<file path="config.mk">
export PLATFORM = sky130hd
export DESIGN_NAME = sine_measure
export DESIGN_NICKNAME = d
export VERILOG_FILES = /design/src/rtl/sine_meas_pkg.sv /design/src/rtl/sine_measure_zero_cross.sv /design/src/rtl/sine_measure.sv
export SDC_FILE = /design/constraint.sdc
export NUM_CORES = 1
export LEC_CHECK = 0
export CAP_MARGIN = 20
export CORE_MARGIN = 5
export CORE_UTILIZATION = 29
export CTS_CLUSTER_DIAMETER = 40
export DETAILED_ROUTE_END_ITERATION = 16
export GPL_TIMING_DRIVEN = 0
export SETUP_SLACK_MARGIN = 0.5
export SYNTH_ARGS = -nofsm -noshare
export SYNTH_HDL_FRONTEND = slang
export SYNTH_SLANG_ARGS = --single-unit
</file>
<file path="constraint.sdc">
create_clock -name clk -period 3 [get_ports clk]
set_input_delay 0.6 -clock clk [delete_from_list [all_inputs] [get_ports clk]]
set_output_delay 0.6 -clock clk [all_outputs]
set_load 0.005 [all_outputs]
</file>
<file path="src/rtl/sine_meas_pkg.sv">
// Shared constants and types for the sine period/peak measurement block.
// Consumers pick these up with import sine_meas_pkg::*.
package sine_meas_pkg;

    localparam int DATA_W_DEF = 24;
    localparam int CNT_W_DEF  = 16;

    localparam logic signed [DATA_W_DEF-1:0] SAMPLE_MAX = 24'sh7FFFFF;
    localparam logic signed [DATA_W_DEF-1:0] SAMPLE_MIN = 24'sh800000;

    typedef enum logic {
        SEARCH  = 1'b0,
        MEASURE = 1'b1
    } meas_state_t;

endpackage

</file>
<file path="src/rtl/sine_measure_zero_cross.sv">
// Rising zero-crossing detector with hysteresis arming.
// A crossing only counts after the signal has been below -HYST since the last crossing.
module zero_cross_detect #(
    parameter int DATA_W = 24,
    parameter int HYST   = 1024
) (
    input  logic              clk,
    input  logic              rst_n,
    input  logic [DATA_W-1:0] sample_in,
    input  logic              sample_valid,
    input  logic              disarm,
    output logic              rise
);

    localparam logic signed [DATA_W-1:0] NEG_HYST = DATA_W'(-HYST);

    logic signed [DATA_W-1:0] sample_s;
    logic                     armed;
    logic                     below;

    assign sample_s = $signed(sample_in);
    assign below    = sample_s < NEG_HYST;
    assign rise     = sample_valid && armed && !sample_s[DATA_W-1];

    // A timeout abandons any half-seen cycle, so the arm is dropped with it.
    always_ff @(posedge clk or negedge rst_n) begin
        if (!rst_n) begin
            armed <= 1'b0;
        end else if (sample_valid) begin
            if (disarm)
                armed <= 1'b0;
            else if (below)
                armed <= 1'b1;
            else if (rise)
                armed <= 1'b0;
        end
    end

endmodule

</file>
<file path="src/rtl/sine_measure.sv">
// Per-cycle tone measurement: period, peaks, half peak-to-peak amplitude and lock.
// state | meaning: SEARCH = waiting for first armed rise; MEASURE = counting a period.
module sine_measure
    import sine_meas_pkg::*;
#(
    parameter int DATA_W     = DATA_W_DEF,
    parameter int CNT_W      = CNT_W_DEF,
    parameter int MAX_PERIOD = 4096,
    parameter int HYST       = 1024,
    parameter int PERIOD_TOL = 2,
    parameter int LOCK_COUNT = 4
) (
    input  logic              clk,
    input  logic              rst_n,
    input  logic [DATA_W-1:0] sample_in,
    input  logic              sample_valid,
    output logic [CNT_W-1:0]  period,
    output logic [DATA_W-1:0] peak_pos,
    output logic [DATA_W-1:0] peak_neg,
    output logic [DATA_W-1:0] amplitude,
    output logic              meas_valid,
    output logic              locked,
    output logic              timeout
);

    localparam int CONS_W = $clog2(LOCK_COUNT + 1);

    meas_state_t              state_q, state_d;
    logic [CNT_W-1:0]         cnt_q, cnt_d;
    logic signed [DATA_W-1:0] max_q, max_d;
    logic signed [DATA_W-1:0] min_q, min_d;
    logic [CNT_W-1:0]         prev_q, prev_d;
    logic [CONS_W-1:0]        cons_q, cons_d;
    logic                     first_q, first_d;
    logic [CNT_W-1:0]         period_d;
    logic [DATA_W-1:0]        peak_pos_d, peak_neg_d, amplitude_d;
    logic                     meas_valid_d, locked_d, timeout_d;

    logic signed [DATA_W-1:0] sample_s;
    logic                     rise;
    logic [CNT_W-1:0]         diff;
    logic [DATA_W:0]          span;

    assign sample_s = $signed(sample_in);

    zero_cross_detect #(
        .DATA_W (DATA_W),
        .HYST   (HYST)
    ) u_zero_cross (
        .clk          (clk),
        .rst_n        (rst_n),
        .sample_in    (sample_in),
        .sample_valid (sample_valid),
        .disarm       (timeout_d),
        .rise         (rise)
    );

    assign diff = (cnt_q >= prev_q) ? (cnt_q - prev_q) : (prev_q - cnt_q);
    // One extra bit so the full signed range difference cannot wrap.
    assign span = {max_q[DATA_W-1], max_q} - {min_q[DATA_W-1], min_q};

    always_comb begin
        state_d      = state_q;
        cnt_d        = cnt_q;
        max_d        = max_q;
        min_d        = min_q;
        prev_d       = prev_q;
        cons_d       = cons_q;
        first_d      = first_q;
        period_d     = period;
        peak_pos_d   = peak_pos;
        peak_neg_d   = peak_neg;
        amplitude_d  = amplitude;
        locked_d     = locked;
        meas_valid_d = 1'b0;
        timeout_d    = 1'b0;

        if (sample_valid) begin
            case (state_q)
                SEARCH: begin
                    if (rise) begin
                        state_d = MEASURE;
                        cnt_d   = CNT_W'(1);
                        max_d   = sample_s;
                        min_d   = sample_s;
                        first_d = 1'b1;
                    end
                end
                MEASURE: begin
                    if (rise) begin
                        period_d     = cnt_q;
                        peak_pos_d   = max_q;
                        peak_neg_d   = min_q;
                        amplitude_d  = span[DATA_W:1];
                        meas_valid_d = 1'b1;
                        cnt_d        = CNT_W'(1);
                        max_d        = sample_s;
                        min_d        = sample_s;
                        prev_d       = cnt_q;
                        first_d      = 1'b0;
                        if (!first_q) begin
                            if (diff <= CNT_W'(PERIOD_TOL)) begin
                                if (cons_q < CONS_W'(LOCK_COUNT))
                                    cons_d = cons_q + CONS_W'(1);
                                if (cons_q >= CONS_W'(LOCK_COUNT - 1))
                                    locked_d = 1'b1;
                            end else begin
                                cons_d   = '0;
                                locked_d = 1'b0;
                            end
                        end
                    end else begin
                        cnt_d = cnt_q + CNT_W'(1);
                        if (sample_s > max_q)
                            max_d = sample_s;
                        if (sample_s < min_q)
                            min_d = sample_s;
                        if (cnt_q == CNT_W'(MAX_PERIOD)) begin
                            timeout_d = 1'b1;
                            locked_d  = 1'b0;
                            cons_d    = '0;
                            state_d   = SEARCH;
                        end
                    end
                end
                default: state_d = SEARCH;
            endcase
        end
    end

    always_ff @(posedge clk or negedge rst_n) begin
        if (!rst_n) begin
            state_q    <= SEARCH;
            cnt_q      <= '0;
            max_q      <= '0;
            min_q      <= '0;
            prev_q     <= '0;
            cons_q     <= '0;
            first_q    <= 1'b0;
            period     <= '0;
            peak_pos   <= '0;
            peak_neg   <= '0;
            amplitude  <= '0;
            meas_valid <= 1'b0;
            locked     <= 1'b0;
            timeout    <= 1'b0;
        end else begin
            state_q    <= state_d;
            cnt_q      <= cnt_d;
            max_q      <= max_d;
            min_q      <= min_d;
            prev_q     <= prev_d;
            cons_q     <= cons_d;
            first_q    <= first_d;
            period     <= period_d;
            peak_pos   <= peak_pos_d;
            peak_neg   <= peak_neg_d;
            amplitude  <= amplitude_d;
            meas_valid <= meas_valid_d;
            locked     <= locked_d;
            timeout    <= timeout_d;
        end
    end

endmodule
</file>
==> metrics.yaml <==
fmax_mhz: 304
io_pins: 118
slew-limit-headroom: 0.579
synth_top_area_frac: 0.388
maxSlewViolCount: 0
final.setup.worst_slack_ns: -0.291
fill_cells: 3405
post_synth_main_area_contributors: "sky130_fd_sc_hd__dfrtp_1, sky130_fd_sc_hd__ha_1, sky130_fd_sc_hd__o21ai_0, sky130_fd_sc_hd__nand2_1, sky130_fd_sc_hd__mux2_2"
internal_power_mw: 9.98
period_minus_slack_ns: 3.29
num-nets-final: 1483
synth_nets: 1274
worst_setup_path_start_kind: "flop"
synth_edf_count: 0
hp-class: "in -> async"
finalWeightedCongestion: 0.910
regToRegStartpoint: "cnt_q[0]"
tightest_slew_ns: 0.632
largest_net_degree_at_the_start_of_global_routing: 94
post_route_cells_drive_above_1_share: 0.233
first_global_vias: 9246
number_of_instances_in_the_placed_design: 1718
dieArea_um2: 39700
regToRegEndpoint: "cons_q[1]"
detail-route-antenna-nets: 0
timing_worst_setup_path_type: "reg -> reg"
netlist.top_cell.by_area: "sky130_fd_sc_hd__dfrtp_1"
route.vias.total: 9389
seq_area_frac_synth: 0.388
avgViaCountPerCell: 5.15
tns_ns: -1.05
power.share.clock: 0.133
cts_inserted_buffers: 17
global_route.overflow_total: 0
post-synth-top-count-cell: "sky130_fd_sc_hd__dfrtp_1"
synth_adder_area_share: 0.132
crit_fanout: 3
drt_initial_violations: 601
detail_route.wirelength_mm: 34.7
dieHeight_um: 199
vdd.ir_drop.worst_mv: 0.474
share_of_the_clock_period_used_by_the_worst_path_after_layout: 1.10
route.detailed.wl_per_inst_um: 19.0
clock_tree.root_cell: "sky130_fd_sc_hd__clkbuf_16"
reg2reg_setup_slack_ns: -0.29
crit_start: "cnt_q[0]"
power_switching_share: 0.420
outcome: "complete, but fails checks"
tritoncts: "yes"
cts.clk_slew.worst_paths_ns: 0.07
standard_cell_rows: 69
hold-worst-slack_ns: 0.121
syn_inst: 1139
timing.critical_path.max_delay_family: "simple AND/OR/NAND/NOR gates"
powerDensity_nw_per_um2: 1190
port-buffer-count: 117
dp_hpwl_mm: 25.5
slowest_delay_ns: 0.60
timing.critical_path.cells: "buf_6 -> ha_4 -> fa_2 -> or2b_1 -> a21oi_2 -> o21ai_4 -> o21bai_1 -> mux2i_1 -> or4_4 -> a2111oi_4 -> nand4_1 -> o21ai_1"
crit_cells: 12
ctsHtreeMaxLevel: 4
antenna_violations_before_repair: 1
multiplexer_fraction_of_the_synthesized_cell_area: 0.0431
total_switching_power_mw: 7.22
synthSimpleGateAreaFrac: 0.157
setup.worst_path.end_class: "flop"
synth_compound_area_frac: 0.196
sequentialPowerShare: 0.217
critical_path.n_buffers_inverters: 1
post_synth_num_cell_types: 76
timing.critical_path.slowest_stage_cell: "sky130_fd_sc_hd__or4_4"
grt_first_pass_wirelength_mm: 53.3
floorplan.initialDensity: 0.293
ys_async_rst_share: 1.00
endpoints_failing_hold: 0
drt-pass1-iter-count: 5
cp.arrival_ns: 3.65
ys_seq_elements: 161
max_cap_violations: 0
die_width_um: 199
clock_skew_ns: 0.0123
clock_insertion_delay_worst_skew_ns: 0.44
coreArea_um2: 35500
area.growth.synth_to_final_pct: 38.6
clockBufferDepth: 2
critical_path.endpoint: "cons_q[1]"
count_of_synthesis_stage_warnings_from_yosys: 0
timing.critical_path.required_ns: 3.36
dominant_combinational_cell_family_by_area_after_synthesis: "compound AO/OA/AOI/OAI gates"
synthXorXnorAreaFrac: 0.0329
synth_area_per_cell_um2: 9.13
power.static_leakage_nw: 6.51
timing.final.setup_violations: 4
synthTopCellsByCount: "sky130_fd_sc_hd__dfrtp_1, sky130_fd_sc_hd__o21ai_0, sky130_fd_sc_hd__nand2_1, sky130_fd_sc_hd__ha_1, sky130_fd_sc_hd__inv_1"
post_synth_instance_area_um2: 10400
timing.reg2reg.worst_path_depth: 12
drcViolationCount: 0
grt_util_all_layers: 0.171
final-instance-count-excl-fill: 1822
pwr-share-comb: 0.651
synth_ff_type: "sky130_fd_sc_hd__dfrtp_1"
grt_setup_unrepaired: "true"
cts_sinks: 161
antenna_cells: 0
failed_checks: "negative setup slack"
[sequential cells by signal, indices dropped and copies added (netlist names), 3 cells and up]
register   count
amplitude     24
cnt_q         16
prev_q        16
peak_pos      24
max_q         24
cons_q         3
peak_neg      24
min_q         24
[per-stage QoR]
| step | instance area [µm²] | total power [mW] | setup WS, ns | util |
|---|---|---|---|---|
| 3_5_place_dp | 12400 | 12.1 | -0.917 | 0.349 |
| 3_3_place_gp | 12400 | 12.0 | -5.65 | 0.348 |
| 2_1_floorplan | 10600 | 9.18 | -0.0671 | - |
| 4_1_cts | 13900 | 16.0 | -0.361 | 0.392 |
| 5_1_grt | 14400 | 18.4 | -0.456 | 0.406 |
| 6_report | 14400 | 17.2 | -0.291 | 0.406 |
[repair_timing]
item	4_1_cts	5_1_grt
gates resized for setup	158	103
setup endpoints to repair	145	138
hold buffers	0	0
pin swaps	54	53
gates cloned	2	0
setup buffers	52	18
[cell families after synthesis]
kind of cell / count (synthesis)
AND/OR/NAND/NOR: 331
AO/OA/AOI/OAI: 322
flip-flops: 161
buffers and inverters: 138
adder cells (fa/ha/maj): 108
multiplexers: 40
XOR/XNOR: 39
[per-layer routing]
layer	routed length (µm)	GRT usage	vias up
li1	-	-	4475
met1	15300	0.229	4592
met2	17000	0.290	280
met3	1820	0.0315	40
met4	561	0.0367	2
met5	11	0	-
[area by class of cell]
class / count / area, µm² / share of cell area
Multi-Input combinational cell: 840 / 6680 / 0.464
Sequential cell: 161 / 4040 / 0.280
Timing Repair Buffer: 190 / 1830 / 0.127
Tap cell: 461 / 577 / 0.0400
Clock buffer: 18 / 439 / 0.0305
Inverter: 94 / 355 / 0.0247
Buffer: 44 / 330 / 0.0229
Clock inverter: 14 / 163 / 0.0113
[worst min-delay path by stage]
stage | start | to | slack (ns)
global placement | first_q | first_q | 0.46
finish | rst_n | peak_neg[14] | 0.12
global route | rst_n | peak_neg[14] | 0.15
CTS | rst_n | peak_neg[14] | 0.13
floorplan | rst_n | amplitude[0] | 0.30
detailed placement | peak_pos[6] | peak_pos[6] | 0.47
[power groups by stage]
stage               logic [mW]  clock network (mW)  registers, mW
floorplan                 5.60                   0           3.58
global placement          8.25                   0           3.73
detailed placement        8.34                   0           3.74
CTS                       10.0                2.32           3.70
global route              12.1                2.41           3.83
finish                    11.2                2.28           3.73
[worst register-to-register path, stage by stage, from the launching register on]
cell and delay [ns]:
sky130_fd_sc_hd__dfrtp_2 0.44, sky130_fd_sc_hd__buf_6 0.13, sky130_fd_sc_hd__ha_4 0.15, sky130_fd_sc_hd__fa_2 0.35
sky130_fd_sc_hd__or2b_1 0.28, sky130_fd_sc_hd__a21oi_2 0.22, sky130_fd_sc_hd__o21ai_4 0.11, sky130_fd_sc_hd__o21bai_1 0.18
sky130_fd_sc_hd__mux2i_1 0.10, sky130_fd_sc_hd__or4_4 0.60, sky130_fd_sc_hd__a2111oi_4 0.31, sky130_fd_sc_hd__nand4_1 0.19
sky130_fd_sc_hd__o21ai_1 0.16
[cells in the final DEF (no fill, tap or decap), drive strengths merged, types with 16 or more instances in the layout]
| cell | count |
|---|---|
| dfrtp | 161 |
| o21ai | 132 |
| nand2 | 129 |
| ha | 105 |
| inv | 103 |
| clkdlybuf4s50 | 95 |
| buf | 86 |
| a21oi | 63 |
| nor2 | 56 |
| clkbuf | 52 |
| mux2 | 38 |
| nand3 | 30 |
| a21o | 27 |
| xnor2 | 26 |
| dlygate4sd2 | 17 |
| nor3 | 17 |
| nand4 | 16 |
Note: power is estimated with default switching activity, not from simulation.
